===== src/rtl/regfile_scheduler.sv =====
// regfile_scheduler
//
// Sequences a single-port 32x32 register file SRAM and shares it between an
// operand-read requester (two source registers per request) and a write-back
// requester (one destination register per request). Every SRAM control output
// is a flop, so the register file always sees glitch-free, whole-cycle-stable
// REG_SEL / REG_SRCx / IN_DATA / N_WE / N_OE.
//
// Ports
//   CLK, RST          clock; synchronous active-high reset
//   RD_REQ/RD_READY   operand read handshake, indices on RD_SRC0/RD_SRC1
//   RD_DONE           one-cycle pulse, OP0/OP1 valid (held until next pulse)
//   WR_REQ/WR_READY   write-back handshake, WR_DST/WR_DATA
//   WR_DONE           one-cycle pulse, write committed
//   REG_SEL           register file source select (00 src0, 01 src1, 10 src2)
//   REG_SRC0/1/2      latched read indices and write index
//   N_WE, N_OE        active-low write / output enables
//   IN_DATA           latched write data
//   OUT_DATA          combinational read data from the register file
module regfile_scheduler #(
  parameter int WIDTH        = 32,
  parameter int STARVE_LIMIT = 4
) (
  input  logic             CLK,
  input  logic             RST,
  input  logic             RD_REQ,
  input  logic [4:0]       RD_SRC0,
  input  logic [4:0]       RD_SRC1,
  output logic             RD_READY,
  output logic             RD_DONE,
  output logic [WIDTH-1:0] OP0,
  output logic [WIDTH-1:0] OP1,
  input  logic             WR_REQ,
  input  logic [4:0]       WR_DST,
  input  logic [WIDTH-1:0] WR_DATA,
  output logic             WR_READY,
  output logic             WR_DONE,
  output logic [1:0]       REG_SEL,
  output logic [4:0]       REG_SRC0,
  output logic [4:0]       REG_SRC1,
  output logic [4:0]       REG_SRC2,
  output logic             N_WE,
  output logic             N_OE,
  output logic [WIDTH-1:0] IN_DATA,
  input  logic [WIDTH-1:0] OUT_DATA
);

  localparam logic [3:0] LIMIT = 4'(STARVE_LIMIT);

  typedef enum logic [1:0] {
    IDLE  = 2'd0,
    READ0 = 2'd1,
    READ1 = 2'd2,
    WRITE = 2'd3
  } state_t;

  state_t           state;
  state_t           next_state;
  logic [3:0]       starve_cnt;
  logic [3:0]       starve_next;
  logic [1:0]       reg_sel_next;
  logic             n_we_next;
  logic             n_oe_next;
  logic [WIDTH-1:0] op0_buf;
  logic             idle;
  logic             starved;
  logic             rd_grant;
  logic             wr_grant;

  // Arbitration: write normally wins a tie so results retire quickly, but once
  // the starve counter reaches its limit the pending read is forced through.
  // Only the winner sees READY, so the loser simply stays pending.
  assign idle     = (state == IDLE);
  assign starved  = (starve_cnt == LIMIT);
  assign RD_READY = idle && !RST && (!WR_REQ || starved);
  assign WR_READY = idle && !RST && !(RD_REQ && starved);
  assign rd_grant = RD_REQ && RD_READY;
  assign wr_grant = WR_REQ && WR_READY;

  // Next-state, starve-counter and next SRAM-control decode. The SRAM
  // controls are derived from the state being entered so that the flops below
  // present them for exactly the cycle that state occupies.
  always_comb begin
    next_state   = state;
    starve_next  = starve_cnt;
    reg_sel_next = 2'b00;
    n_we_next    = 1'b1;
    n_oe_next    = 1'b1;

    unique case (state)
      IDLE: begin
        if (rd_grant) begin
          next_state = READ0;
        end else if (wr_grant) begin
          next_state = WRITE;
        end

        if (rd_grant || !RD_REQ) begin
          starve_next = 4'd0;
        end else if (wr_grant && (starve_cnt < LIMIT)) begin
          starve_next = starve_cnt + 4'd1;
        end
      end
      READ0:   next_state = READ1;
      READ1:   next_state = IDLE;
      WRITE:   next_state = IDLE;
      default: next_state = IDLE;
    endcase

    unique case (next_state)
      READ0: begin
        reg_sel_next = 2'b00;
        n_oe_next    = 1'b0;
      end
      READ1: begin
        reg_sel_next = 2'b01;
        n_oe_next    = 1'b0;
      end
      WRITE: begin
        reg_sel_next = 2'b10;
        // Register 0 is hard-wired zero: the cycle is still spent but the
        // SRAM is never actually written.
        n_we_next    = (WR_DST == 5'd0);
      end
      default: begin
        reg_sel_next = 2'b00;
      end
    endcase
  end

  // State, registered SRAM controls, latched request fields and operands.
  // OP0 is staged in op0_buf during READ0 so both operands change together
  // on the RD_DONE pulse and stay put until the next one.
  always_ff @(posedge CLK) begin
    if (RST) begin
      state      <= IDLE;
      starve_cnt <= 4'd0;
      REG_SEL    <= 2'b00;
      N_WE       <= 1'b1;
      N_OE       <= 1'b1;
      REG_SRC0   <= 5'd0;
      REG_SRC1   <= 5'd0;
      REG_SRC2   <= 5'd0;
      IN_DATA    <= '0;
      op0_buf    <= '0;
      OP0        <= '0;
      OP1        <= '0;
      RD_DONE    <= 1'b0;
      WR_DONE    <= 1'b0;
    end else begin
      state      <= next_state;
      starve_cnt <= starve_next;
      REG_SEL    <= reg_sel_next;
      N_WE       <= n_we_next;
      N_OE       <= n_oe_next;
      RD_DONE    <= (state == READ1);
      WR_DONE    <= (state == WRITE);

      if (rd_grant) begin
        REG_SRC0 <= RD_SRC0;
        REG_SRC1 <= RD_SRC1;
      end
      if (wr_grant) begin
        REG_SRC2 <= WR_DST;
        IN_DATA  <= WR_DATA;
      end

      if (state == READ0) begin
        op0_buf <= (REG_SRC0 == 5'd0) ? '0 : OUT_DATA;
      end
      if (state == READ1) begin
        OP0 <= op0_buf;
        OP1 <= (REG_SRC1 == 5'd0) ? '0 : OUT_DATA;
      end
    end
  end

endmodule


===== config.mk =====
export PLATFORM = sky130hd
export DESIGN_NAME = regfile_scheduler
export DESIGN_NICKNAME = d
export VERILOG_FILES = /design/src/rtl/regfile_scheduler.sv
export SDC_FILE = /design/constraint.sdc
export NUM_CORES = 1
export LEC_CHECK = 0
export BUFFER_PORTS_ARGS = -buffer_cell sky130_fd_sc_hd__clkbuf_2
export CAP_MARGIN = 20
export CORE_UTILIZATION = 54
export DETAILED_ROUTE_END_ITERATION = 16
export MAX_ROUTING_LAYER = met4
export PLACE_DENSITY = 0.95
export SLEW_MARGIN = 25
export SYNTH_ARGS = -nofsm -noshare
export SYNTH_HDL_FRONTEND = slang
export SYNTH_SLANG_ARGS = --single-unit
export TNS_END_PERCENT = 10

===== constraint.sdc =====
create_clock -name CLK -period 2.75 [get_ports CLK]
set_input_delay 0.55 -clock CLK [delete_from_list [all_inputs] [get_ports CLK]]
set_output_delay 0.55 -clock CLK [all_outputs]
set_load 0.005 [all_outputs]

# Word-level counts from Yosys, hierarchy flattened
# Index checks and enable logic that the tools add are counted.
# word_totals
reg_bits	155
latchBits	0
ramBits	0
rom_bits	0
in_bits	83
out_inout_bits	119
word_cells	55
mem_count	0
# op_classes
add_sub_neg	1
mul	0
div_mod_pow	0
order_cmp	1
n_eq_ne	7
shift	0
n_mux	9
bitwise	1
n_reduce_logical	22
# op_table
cell	count
$mux 32	2
$logic_not 5->1	3
$eq 2x2->1 const B	4
$mux 4	2
$logic_and 1x1->1	7
$pmux 2 s3	1
$reduce_or 2->1	3
$add 4x1->4 const B	1
$eq 2x1->1 const B	2
$eq 4x3->1 const B	1
$logic_not 1->1	4
$lt 4x3->1 const B	1
$mux 2	2
$pmux 2 s2	1
$logic_not 2->1	1
$logic_or 1x1->1	2
$reduce_and 2->1	1
$reduce_bool 2->1	1
$mux 1	1
$not 1->1	1

# Depth between registers and ports, before layout
# Gate-level depths: netlist (run 1).
# depth
ltp_word	11
depth_mapped	8
ltp_nobuf	6

# Worst setup path before layout (run 1)
# OpenSTA, ideal clock, no wires.
# synth_path
path_type	input to output
startpoint	input RD_REQ
endpoint	output WR_READY
arrival_ns	1.323
t_required_ns	2.200
setup_slack_ns	0.877
stages	4
n_path_buf	2
path_cell_list	and4b_1 -> clkbuf_1 -> clkbuf_1 -> nor2_1
# synth_via
elab_chain_cells	3
# synth_rtl
item	line_no	rtl
start, declared	26	input logic RD_REQ,
$logic_and 1x1->1	76	assign WR_READY = idle && !RST && !(RD_REQ && starved);
$logic_not 1->1	76	
$logic_and 1x1->1	76	
end, declared	36	output logic WR_READY,
# Every way passes these cells.

# Final worst setup path (run 1)
# layout_path
startpoint	register state[1]
endpoint	output RD_READY
# layout_via
elab_chain_cells	3
# layout_rtl
item	line_no	rtl
start, declared	57	state_t state;
start signal, assigned	151	state <= next_state;
$logic_not 2->1	73	assign idle = (state == IDLE);
$logic_and 1x1->1 (2 in a row)	75	assign RD_READY = idle && !RST && (!WR_REQ || starved);
end, declared	29	output logic RD_READY,
# Every way passes these cells.

==> results of run 1 <==
synth_stat cells, drive strengths merged:
cell / instances
nor3b: 1
nand2: 129
or4b: 1
nor2: 6
nand4b: 1
mux2: 10
or3b: 1
a21oi: 138
inv: 4
nand3: 38
and4b: 1
nor3: 3
nand4: 2
nor4b: 1
a31oi: 2
o211ai: 64
clkbuf: 52
nor2b: 15
or4: 2
buf: 24
nand2b: 3
dfxtp: 155
ha: 3
nand3b: 1
or3: 1
a211o: 1
o21ba: 1
o21ai: 41
o41ai: 1
logic make-up after synthesis:
| group | share of synthesized area (%) |
|---|---|
| adders and majority gates | 0.631 |
| muxes | 2.52 |
| DFF | 52.2 |
| buffers and inverters | 5.41 |
| and+or+nand+nor | 15.5 |
| AOI/OAI and AO/OA | 23.8 |
area by class of cell:
class	count	share of cell area [%]
repair buffers	213	14.7
flip-flops and latches	155	41.4
inverters	4	0.200
clock buffers	21	5.86
clock inverters	11	1.62
well taps	136	2.27
multi-input cells	467	34.0
flip-flops by register name (all words and copies together) (netlist names):
| name | count |
|---|---|
| REG_SRC2 | 5 |
| REG_SRC1 | 5 |
| REG_SRC0 | 5 |
| WR_DONE | 1 |
| RD_DONE | 1 |
| IN_DATA | 32 |
| N_WE | 1 |
| state | 2 |
| OP1 | 32 |
| N_OE | 1 |
| REG_SEL | 2 |
| OP0 | 32 |
| op0_buf | 32 |
| starve_cnt | 4 |
worst register-to-register path: stages, from the launching register on:
cell and delay (ns):
sky130_fd_sc_hd__dfxtp_1 0.47, sky130_fd_sc_hd__or3_1 0.55, sky130_fd_sc_hd__a211o_1 0.55, sky130_fd_sc_hd__mux2_4 0.39
per-layer routing:
metal | share of wire [%] | vias up | global-route usage (%)
met3 | 7.7 | 36 | 7.36
met1 | 39 | 2741 | 35.5
li1 | - | 2761 | -
met4 | 2.6 | 0 | 11.2
met2 | 50 | 324 | 51.8
met5 | 0 | - | -
power groups by stage:
stage	clock network (mW)	logic (mW)	registers, mW
after floorplan	0	0.289	2.41
after global placement	0	0.472	2.41
after detailed placement	0	0.485	2.42
after CTS	2.24	0.491	2.37
after global routing	2.34	0.536	2.38
final	2.21	0.495	2.37
cell usage in the layout, fill, tap and decap left out, drive strengths merged, types with 2 or more instances in the layout:
cell type,Yosys,layout
a31oi,2,2
o21ai,41,41
ha,3,3
nor3,3,3
clkbuf,52,221
or4,2,2
clkinv,0,7
clkinvlp,0,2
nand2,129,129
bufinv,0,2
nand2b,3,3
inv,4,4
nand4,2,2
nor2b,15,15
buf,24,13
nand3,38,38
dfxtp,155,155
nor2,6,6
o211ai,64,64
mux2,10,10
a21oi,138,138
metrics by stage:
stage / instances / total power [mW] / utilization, %
after CTS: 1007 / 5.09 / 71.3
after detailed placement: 975 / 2.90 / 66.0
after global placement: 975 / 2.88 / 65.9
final: 1007 / 5.07 / 71.3
after floorplan: 702 / 2.70 / -
after global routing: 1007 / 5.25 / 71.3
path summary, 6_finish.rpt:
kind / startpoint / end / slack [ns] / depth (start not counted)
setup / recovery: state[1] / RD_READY / 0.33 / 3
setup reg to reg: state[1] / REG_SRC1[0] / 0.69 / 3
hold / removal: RD_SRC1[2] / REG_SRC1[2] / 0.26 / 2
hold reg to reg: op0_buf[20] / OP0[20] / 0.45 / 2
==> implementation parameters, run 1 <==
Parameter                              Value

Power and ir drop
  Internal power consumption    3.81 mW
  Clock network fraction of design power    43.6%
  Sequential Power Share    46.7%
  Worst supply voltage drop on vdd    0.672 mV
  Combinational Power Share    under 10%
  Leak    3.01 nW
  Power Density    677 nW/µm²
  Net switching fraction of the power    24.9%
  Switching power    between 1 and 1.5 mW

Global route
  Initial antenna violation count    0
  Maximum number of pins on one net before global-route repair    105
  Wire length of the first global-routing pass    about 27000 µm
  Remaining global-route overflow    0
  Overall routing resource usage    30.7%
  Vias in the first global route    5526

Setup path
  CP Data Required Time    2.20 ns
  Maximum cell stage delay along the critical path    roughly 0.55 ns
  Crit path launch type    register
  Kind of critical path    register to primary output
  Critical Path Sink Type    primary output
  Slowest library cell on the worst path    sky130_fd_sc_hd__or3_1
  Sequence of cells on the critical path    or3_1 -> a21oi_1 -> clkbuf_2
  Critical path buffers and inverters    1
  Endpoint arrival time on the critical path    1.87 ns
  Maximum fanout along the worst path    13
  Cell family contributing the most delay on the critical path    simple AND/OR/NAND/NOR gates

Logic synthesis
  Avg Inst Size Synth    8.47 µm²
  Synth area leader    sky130_fd_sc_hd__dfxtp_1
  Count of state elements after synthesis    between 150 and 200
  Mapped Nets    788
  Biggest area contributors in the synthesized netlist    sky130_fd_sc_hd__dfxtp_1 52%, sky130_fd_sc_hd__a21oi_1 12%, sky130_fd_sc_hd__nand2_1 8.1%
  Number of distinct library cells after synthesis    32
  Post-synthesis instance area    5950 µm²
  Sequential share of the synthesized area    52.2%
  Ys Warns    0
  Fraction of synthesized cell area taken by the top area cell type    a little over half
  Count of mapped cells out of synthesis    702

Drt
  Per-cell via count in the routed design    ~5.8
  First drt pass iteration count    5
  Drt total wl    16900 µm
  Drt wl/cell    16.8 µm
  Total via count in the routed design    5862
  Violation count after the first detailed-route iteration    483
  Number of design rule violations left after detail routing    0
  Antenna Nets Post-Route    0

Floorplanning
  Cell Rows    37
  Die W    107 µm
  Initial core utilization    56.6%
  Core Area    10500 µm²
  Count of boundary I/O pins    just over 200
  Total die area    11400 µm²
  Die Ht    ~110 µm

Clocking
  Clk buf depth    2
  Post-CTS sizing    0
  Clock sink count    155
  Total CTS buffers    17
  Worst-path clk slew    0.06 ns
  Buffers inserted during post-CTS setup optimization    0
  Clock tree from TritonCTS    built
  CTS root buffer    sky130_fd_sc_hd__clkbuf_8
  Hold Buf Count CTS    0
  Level count of the clock H-tree    4
  Worst-skew pair later-pin latency    0.52 ns

Final layout
  FF/Latch Area    between 3000 and 4000 µm²
  Fillcell total    between 700 and 800
  Share of final-layout standard cells stronger than drive strength 1    29.9%
  Area added between synthesis and finish    26.0%
  Count of nets after finishing    944
  Antenna cells    0
  Footprint of the multi-input gates    2540 µm²
  Final non-filler cell area    7490 µm²

Timing
  Slew at the pin with the worst max-slew slack    1.05 ns
  Maximum clock frequency    slightly above 400 MHz
  Setup ws final    0.329 ns
  RSZ-0062 raised after global routing    no
  Final-layout setup total negative slack    0 ns
  Tightest slew margin relative to the limit    a little under a third
  Max-slew violation count    0
  Worst-case clock skew    0.00911 ns
  Final setup violation count    0
  Tightest hold margin    0.259 ns
  Fin crit period    2.42 ns
  Final hold violation count    0
  Final worst path period share    88.0%

Placement
  Final estimated routing congestion in global placement    a little over 0.9
  Count of input and output buffers    between 200 and 250
  Setup slack at placement    0.559 ns
  Half-perimeter wire length after detailed placement    around 11000 µm
  Post-Place Cell Area    6930 µm²

Status
  Result of the run    completed

Min path
  Class of the tightest hold or removal check    input port to register

Run
  Max Cap Viol    0
No activity file was read; power rests on OpenSTA's default activity.
==> run 2, diff against run 1 <==
--- a/config.mk
+++ b/config.mk
@@ -8,9 +8,11 @@
 export BUFFER_PORTS_ARGS = -buffer_cell sky130_fd_sc_hd__clkbuf_2
 export CAP_MARGIN = 20
 export CORE_UTILIZATION = 54
+export CTS_CLUSTER_DIAMETER = 30
 export DETAILED_ROUTE_END_ITERATION = 16
 export MAX_ROUTING_LAYER = met4
 export PLACE_DENSITY = 0.95
+export RECOVER_POWER = 25
 export SLEW_MARGIN = 25
 export SYNTH_ARGS = -nofsm -noshare
 export SYNTH_HDL_FRONTEND = slang
==> run 2 against run 1 <==
Against the previous run:
- the run now ends with max-capacitance violations, max-slew violations left
- cell count is the same
- worst setup slack improved by 0.0030 ns
- first-iteration DRC count grew 12%
- count of clock-buffer cells in the layout is the same
- fmax rose by 0.13%
- sequential share of layout area rose by 0.33 points
- cell area fell by 0.78%
- flip-flop and latch count is the same
- register-to-register slack hardly changed
- critical path type unchanged
==> implementation parameters, run 2 (same netlist as run 1, synthesis figures left out) <==
Parameter                              Value

Status
  Result of the run    complete, but fails checks
  Violations in the final reports    max-capacitance violations, max-slew violations

Global route
  Wire length of the first global-routing pass    26700 µm (unchanged)
  Maximum number of pins on one net before global-route repair    105 (unchanged)
  Remaining global-route overflow    0 (unchanged)
  Vias in the first global route    5526 (unchanged)
  Overall routing resource usage    30.7% (unchanged)
  Initial antenna violation count    0 (unchanged)

Floorplanning
  Total die area    11400 µm² (unchanged)
  Initial core utilization    56.6% (unchanged)
  Die Ht    107 µm (unchanged)
  Count of boundary I/O pins    202 (unchanged)
  Cell Rows    37 (unchanged)
  Die W    107 µm (unchanged)
  Core Area    10500 µm² (unchanged)

Setup path
  Logic depth of the worst register-to-register path    3 (unchanged)
  Number of gates on the worst path with buffers counted    3 (unchanged)
  Slowest library cell on the worst path    sky130_fd_sc_hd__or3_1
  Crit path launch type    register
  Maximum cell stage delay along the critical path    0.55 ns (about the same)
  Critical path buffers and inverters    1 (unchanged)
  Reg-to-reg critical path endpoint    REG_SRC1[0]
  CP Data Required Time    2.20 ns (about the same)
  Critical Path Sink Type    primary output
  Endpoint arrival time on the critical path    1.87 ns (about the same)
  Kind of critical path    register to primary output
  Sequence of cells on the critical path    or3_1 -> a21oi_1 -> clkbuf_2
  FF-to-FF Start    state[1]
  Cell family contributing the most delay on the critical path    simple AND/OR/NAND/NOR gates
  Register-to-register setup slack    0.69 ns (about the same)
  Maximum fanout along the worst path    13 (unchanged)

Clocking
  Worst-path clk slew    0.06 ns (about the same)
  Buffers inserted during post-CTS setup optimization    0 (unchanged)
  Worst-skew pair later-pin latency    0.52 ns (about the same)
  Clock tree from TritonCTS    built
  Level count of the clock H-tree    4 (unchanged)
  Hold Buf Count CTS    0 (unchanged)
  Clk buf depth    2 (unchanged)
  CTS root buffer    sky130_fd_sc_hd__clkbuf_8
  Total CTS buffers    17 (unchanged)
  Clock sink count    155 (unchanged)
  Post-CTS sizing    0 (unchanged)

Final layout
  Area added between synthesis and finish    25.0%
  Most common library cell in the layout ignoring fill and taps    sky130_fd_sc_hd__clkbuf_2
  Final core utilization    70.7% (-0.56 points)
  Fillcell total    808 (+4.0%)
  Share of final-layout standard cells stronger than drive strength 1    25.1% (-4.7 points)
  Final non-filler cell area    7430 µm² (-0.78%)
  Highest-count cells in the layout ignoring fill and taps    162 x sky130_fd_sc_hd__clkbuf_2, 155 x sky130_fd_sc_hd__dfxtp_1, 138 x sky130_fd_sc_hd__a21oi_1
  Antenna cells    0 (unchanged)
  Count of nets after finishing    944 (unchanged)

Timing
  Slew at the pin with the worst max-slew slack    2.00 ns (+0.952 ns)
  Final setup violation count    0 (unchanged)
  Final-layout setup total negative slack    0 ns (unchanged)
  Final hold violation count    0 (unchanged)
  Final worst path period share    87.9% (-0.11 points)
  Worst-case clock skew    0.00883 ns (-0.000277 ns)
  Fin crit period    2.42 ns (-0.00303 ns)
  Max-slew violation count    105 (+105)
  Maximum clock frequency    414 MHz (+0.13%)
  RSZ-0062 raised after global routing    no
  Tightest slew margin relative to the limit    -33.5% (-63 points)

Run
  Max Cap Viol    1 (+1)

Min path
  Worst min-delay path endpoint    REG_SRC1[2]
  Class of the tightest hold or removal check    input port to register
  Number of cells traversed by the worst hold path    2 (unchanged)
  Startpoint of the worst hold path    RD_SRC1[2]

Power and ir drop
  Worst supply voltage drop on vdd    0.676 mV (+0.59%)
  Power Density    682 nW/µm² (+0.73%)
  Leak    2.87 nW (-4.7%)

Drt
  Number of design rule violations left after detail routing    0 (unchanged)
  Per-cell via count in the routed design    5.81 (-0.19%)
  Antenna Nets Post-Route    0 (unchanged)
  First drt pass iteration count    5 (unchanged)
  Violation count after the first detailed-route iteration    541 (+12%)
  Drt wl/cell    16.8 µm (about the same)
  Total via count in the routed design    5851 (-0.19%)
  Drt total wl    17000 µm (about the same)

Placement
  Post-Place Cell Area    6930 µm² (unchanged)
  Final estimated routing congestion in global placement    0.932 (unchanged)
  Half-perimeter wire length after detailed placement    10600 µm (unchanged)
  Count of input and output buffers    201 (unchanged)
## run 2: cell count changes in the layout (fill, tap and decap cells not counted)
| cell | delta |
|---|---|
| sky130_fd_sc_hd__buf_4 | -3 |
| sky130_fd_sc_hd__clkbuf_1 | +39 |
| sky130_fd_sc_hd__buf_1 | +2 |
| sky130_fd_sc_hd__clkbuf_2 | -38 |
## run 2: per-stage QoR
stage          hold WS [ns]  power [mW]  setup slack (ns)  cells
6_report              0.257        5.07             0.332   1007
3_5_place_dp          0.444        2.90             0.559    975
5_1_grt               0.236        5.25             0.240   1007
4_1_cts               0.242        5.09             0.323   1007
3_3_place_gp          0.437        2.88             0.609    975
2_1_floorplan         0.432        2.70             0.877    702
## run 2: worst register-to-register path, stage by stage (launching register included)
cell	delay [ns]
sky130_fd_sc_hd__dfxtp_1	0.46
sky130_fd_sc_hd__or3_1	0.55
sky130_fd_sc_hd__a211o_1	0.55
sky130_fd_sc_hd__mux2_4	0.39
## run 2: final cells by class
class	instances	area (µm²)	area share [%]
clock inverter	11	121	1.63
multi-input combinational	467	2540	34.2
inverter	4	15.0	0.202
timing repair buffer	213	1040	14.0
clock buffer	21	439	5.91
tap	136	170	2.29
sequential	155	3100	41.7
## run 2: worst max path at each step
stage	startpoint	to
final	state[1]	RD_READY
after global routing	state[1]	RD_READY
after CTS	state[1]	RD_READY
after detailed placement	RST	REG_SRC1[0]
after global placement	RST	REG_SRC0[2]
after floorplan	RD_REQ	WR_READY
## run 2: power by group
part	leakage, nW	internal (mW)	switching (mW)
Clock	0.272	1.31	0.900
Sequential	1.26	2.32	0.0468
Combinational	1.35	0.168	0.322
Total	2.87	3.80	1.27
## run 2: layer usage
| layer | vias to the layer above | GRT usage (%) | wire [µm] |
|---|---|---|---|
| met5 | - | - | 0 |
| met2 | 315 | 51.8 | 8560 |
| li1 | 2754 | - | - |
| met1 | 2750 | 35.5 | 6620 |
| met4 | 0 | 11.2 | 393 |
| met3 | 32 | 7.36 | 1390 |
==> run 3, diff against run 2 <==
--- a/config.mk
+++ b/config.mk
@@ -7,11 +7,11 @@
 export LEC_CHECK = 0
 export BUFFER_PORTS_ARGS = -buffer_cell sky130_fd_sc_hd__clkbuf_2
 export CAP_MARGIN = 20
-export CORE_UTILIZATION = 54
+export CORE_UTILIZATION = 42
 export CTS_CLUSTER_DIAMETER = 30
 export DETAILED_ROUTE_END_ITERATION = 16
 export MAX_ROUTING_LAYER = met4
-export PLACE_DENSITY = 0.95
+export PLACE_DENSITY = 0.81
 export RECOVER_POWER = 25
 export SLEW_MARGIN = 25
 export SYNTH_ARGS = -nofsm -noshare
==> run 3 against run 2 <==
Against the previous run:
- the flow now finishes without violations
- flip-flop and latch count did not move
- non-clock buffer count rose by 2
- fmax rose by 8.8%
- clock power grew 17%
- cell area up 2.4%
- critical path type unchanged
==> implementation parameters, run 3 (same netlist as run 1, synthesis figures left out) <==
Parameter                              Value

Timing
  Worst-case clock skew    0.0147 ns (+0.00588 ns)
  Final-layout setup total negative slack    0 ns (unchanged)
  Slew at the pin with the worst max-slew slack    0.998 ns (-1.00 ns)
  Maximum clock frequency    450 MHz (+8.8%)
  Tightest hold margin    0.353 ns (+0.0962 ns)
  Tightest slew margin relative to the limit    33.5% (+67 points)
  RSZ-0062 raised after global routing    no
  Final setup violation count    0 (unchanged)
  Final hold violation count    0 (unchanged)
  Fin crit period    2.22 ns (-0.195 ns)
  Max-slew violation count    0 (-100%)
  Final worst path period share    80.8% (-7.1 points)

Clocking
  Buffers inserted during post-CTS setup optimization    0 (unchanged)
  CTS root buffer    sky130_fd_sc_hd__clkbuf_16
  Worst-path clk slew    0.07 ns (about the same)
  Clock tree from TritonCTS    built
  Level count of the clock H-tree    4 (unchanged)
  Worst-skew pair later-pin latency    0.43 ns (-0.09 ns)
  Post-CTS sizing    0 (unchanged)
  Hold Buf Count CTS    0 (unchanged)
  Clock sink count    155 (unchanged)
  Clk buf depth    2 (unchanged)
  Total CTS buffers    17 (unchanged)

Setup path
  Reg-to-reg critical path endpoint    REG_SRC0[4]
  Maximum fanout along the worst path    13 (unchanged)
  FF-to-FF Start    state[1]
  Register-to-register setup slack    0.75 ns (+0.06 ns)
  Crit path launch type    register
  Endpoint arrival time on the critical path    1.67 ns (-0.20 ns)
  Maximum cell stage delay along the critical path    0.53 ns (-0.02 ns)
  Critical Path Sink Type    primary output
  CP Data Required Time    2.20 ns (about the same)
  Kind of critical path    register to primary output
  Logic depth of the worst register-to-register path    3 (unchanged)
  Sequence of cells on the critical path    or3_1 -> a21oi_1 -> clkbuf_2
  Slowest library cell on the worst path    sky130_fd_sc_hd__or3_1

Drt
  Number of design rule violations left after detail routing    0 (unchanged)
  Drt total wl    16300 µm (-4.1%)
  Antenna Nets Post-Route    0 (unchanged)
  Violation count after the first detailed-route iteration    449 (-17%)
  Total via count in the routed design    5668 (-3.1%)
  Per-cell via count in the routed design    5.38 (-7.4%)
  Drt wl/cell    15.4 µm (-8.3%)
  First drt pass iteration count    5 (unchanged)

Final layout
  Count of nets after finishing    946 (+0.21%)
  Most common library cell in the layout ignoring fill and taps    sky130_fd_sc_hd__clkbuf_2
  Highest-count cells in the layout ignoring fill and taps    158 x sky130_fd_sc_hd__clkbuf_2, 155 x sky130_fd_sc_hd__dfxtp_1, 138 x sky130_fd_sc_hd__a21oi_1
  Final core utilization    55.0% (-16 points)
  Area added between synthesis and finish    27.9%
  Share of final-layout standard cells stronger than drive strength 1    25.0% (-0.17 points)
  Fillcell total    1300 (+61%)
  Antenna cells    0 (unchanged)

Min path
  Startpoint of the worst hold path    WR_DATA[31]
  Class of the tightest hold or removal check    input port to register
  Worst min-delay path endpoint    IN_DATA[31]
  Number of cells traversed by the worst hold path    3 (+1)

Floorplanning
  Core Area    13800 µm² (+32%)
  Total die area    14600 µm² (+28%)
  Die Ht    121 µm (+13%)
  Count of boundary I/O pins    202 (unchanged)
  Cell Rows    43 (+16%)
  Initial core utilization    43.0% (-14 points)
  Die W    121 µm (+13%)

Global route
  Maximum number of pins on one net before global-route repair    98 (-6.7%)
  Wire length of the first global-routing pass    25700 µm (-3.9%)
  Overall routing resource usage    23.0% (-7.7 points)
  Vias in the first global route    5288 (-4.3%)
  Initial antenna violation count    0 (unchanged)
  Remaining global-route overflow    0 (unchanged)

Placement
  Final estimated routing congestion in global placement    0.796 (-15%)
  Half-perimeter wire length after detailed placement    10600 µm (+0.15%)
  Count of input and output buffers    201 (unchanged)

Power and ir drop
  Power Density    715 nW/µm² (+4.8%)
  Worst supply voltage drop on vdd    0.447 mV (-34%)
  Leak    2.93 nW (+2.0%)

Run
  Max Cap Viol    0 (-1)

Status
  Result of the run    completed
-- run 3: changes by cell type in the layout (fill, tap and decap cells not counted), moves of 3 or more --
| cell | before | now |
|---|---|---|
| sky130_fd_sc_hd__buf_4 | 10 | 14 |
| sky130_fd_sc_hd__bufinv_16 | 2 | 5 |
| sky130_fd_sc_hd__clkbuf_1 | 42 | 45 |
| sky130_fd_sc_hd__clkbuf_2 | 162 | 158 |
-- run 3: area by class of cell --
class	instances	area (µm²)	area share (%)
timing repair buffer	215	1070	14.1
clock buffer	22	464	6.10
tap	180	225	2.96
multi-input combinational	467	2540	33.4
clock inverter	10	186	2.45
sequential	155	3100	40.8
inverter	4	15.0	0.197
-- run 3: worst max-delay path by stage --
| stage | start | to | slack, ns | depth (start not counted) |
|---|---|---|---|---|
| after floorplan | RD_REQ | WR_READY | 0.88 | 4 |
| after global placement | RST | REG_SRC1[4] | 0.56 | 4 |
| after detailed placement | RST | REG_SRC1[1] | 0.54 | 4 |
| after CTS | state[1] | RD_READY | 0.50 | 3 |
| after global routing | state[1] | RD_READY | 0.41 | 3 |
| final | state[1] | RD_READY | 0.53 | 3 |
-- run 3: metal layers --
metal | part of all wire [%] | GRT usage, % | vias up
met4 | 1.6 | 8.18 | 0
met5 | 0 | - | -
li1 | - | - | 2770
met2 | 48 | 36.9 | 235
met1 | 42 | 26.9 | 2644
met3 | 8.3 | 7.47 | 19
-- run 3: power breakdown --
part,internal (mW),switching [mW]
Sequential,2.32,0.0476
Clock,1.66,0.920
Combinational,0.176,0.311
-- run 3: worst max-delay path, delay by kind of cell (launching register included) --
family | cells | cell delay (ns)
buf+inv | 1 | 0.14
flops | 1 | 0.44
simple gates | 1 | 0.53
compound gates | 1 | 0.16
-- run 3: per-stage QoR --
| stage | std cells | setup slack (ns) | area, µm² | power (mW) |
|---|---|---|---|---|
| after floorplan | 702 | 0.877 | 5950 | 2.70 |
| after global placement | 1021 | 0.558 | 7010 | 2.90 |
| after detailed placement | 1021 | 0.542 | 7010 | 2.91 |
| after CTS | 1053 | 0.504 | 7660 | 5.49 |
| after global routing | 1053 | 0.409 | 7610 | 5.64 |
| final | 1053 | 0.527 | 7610 | 5.44 |
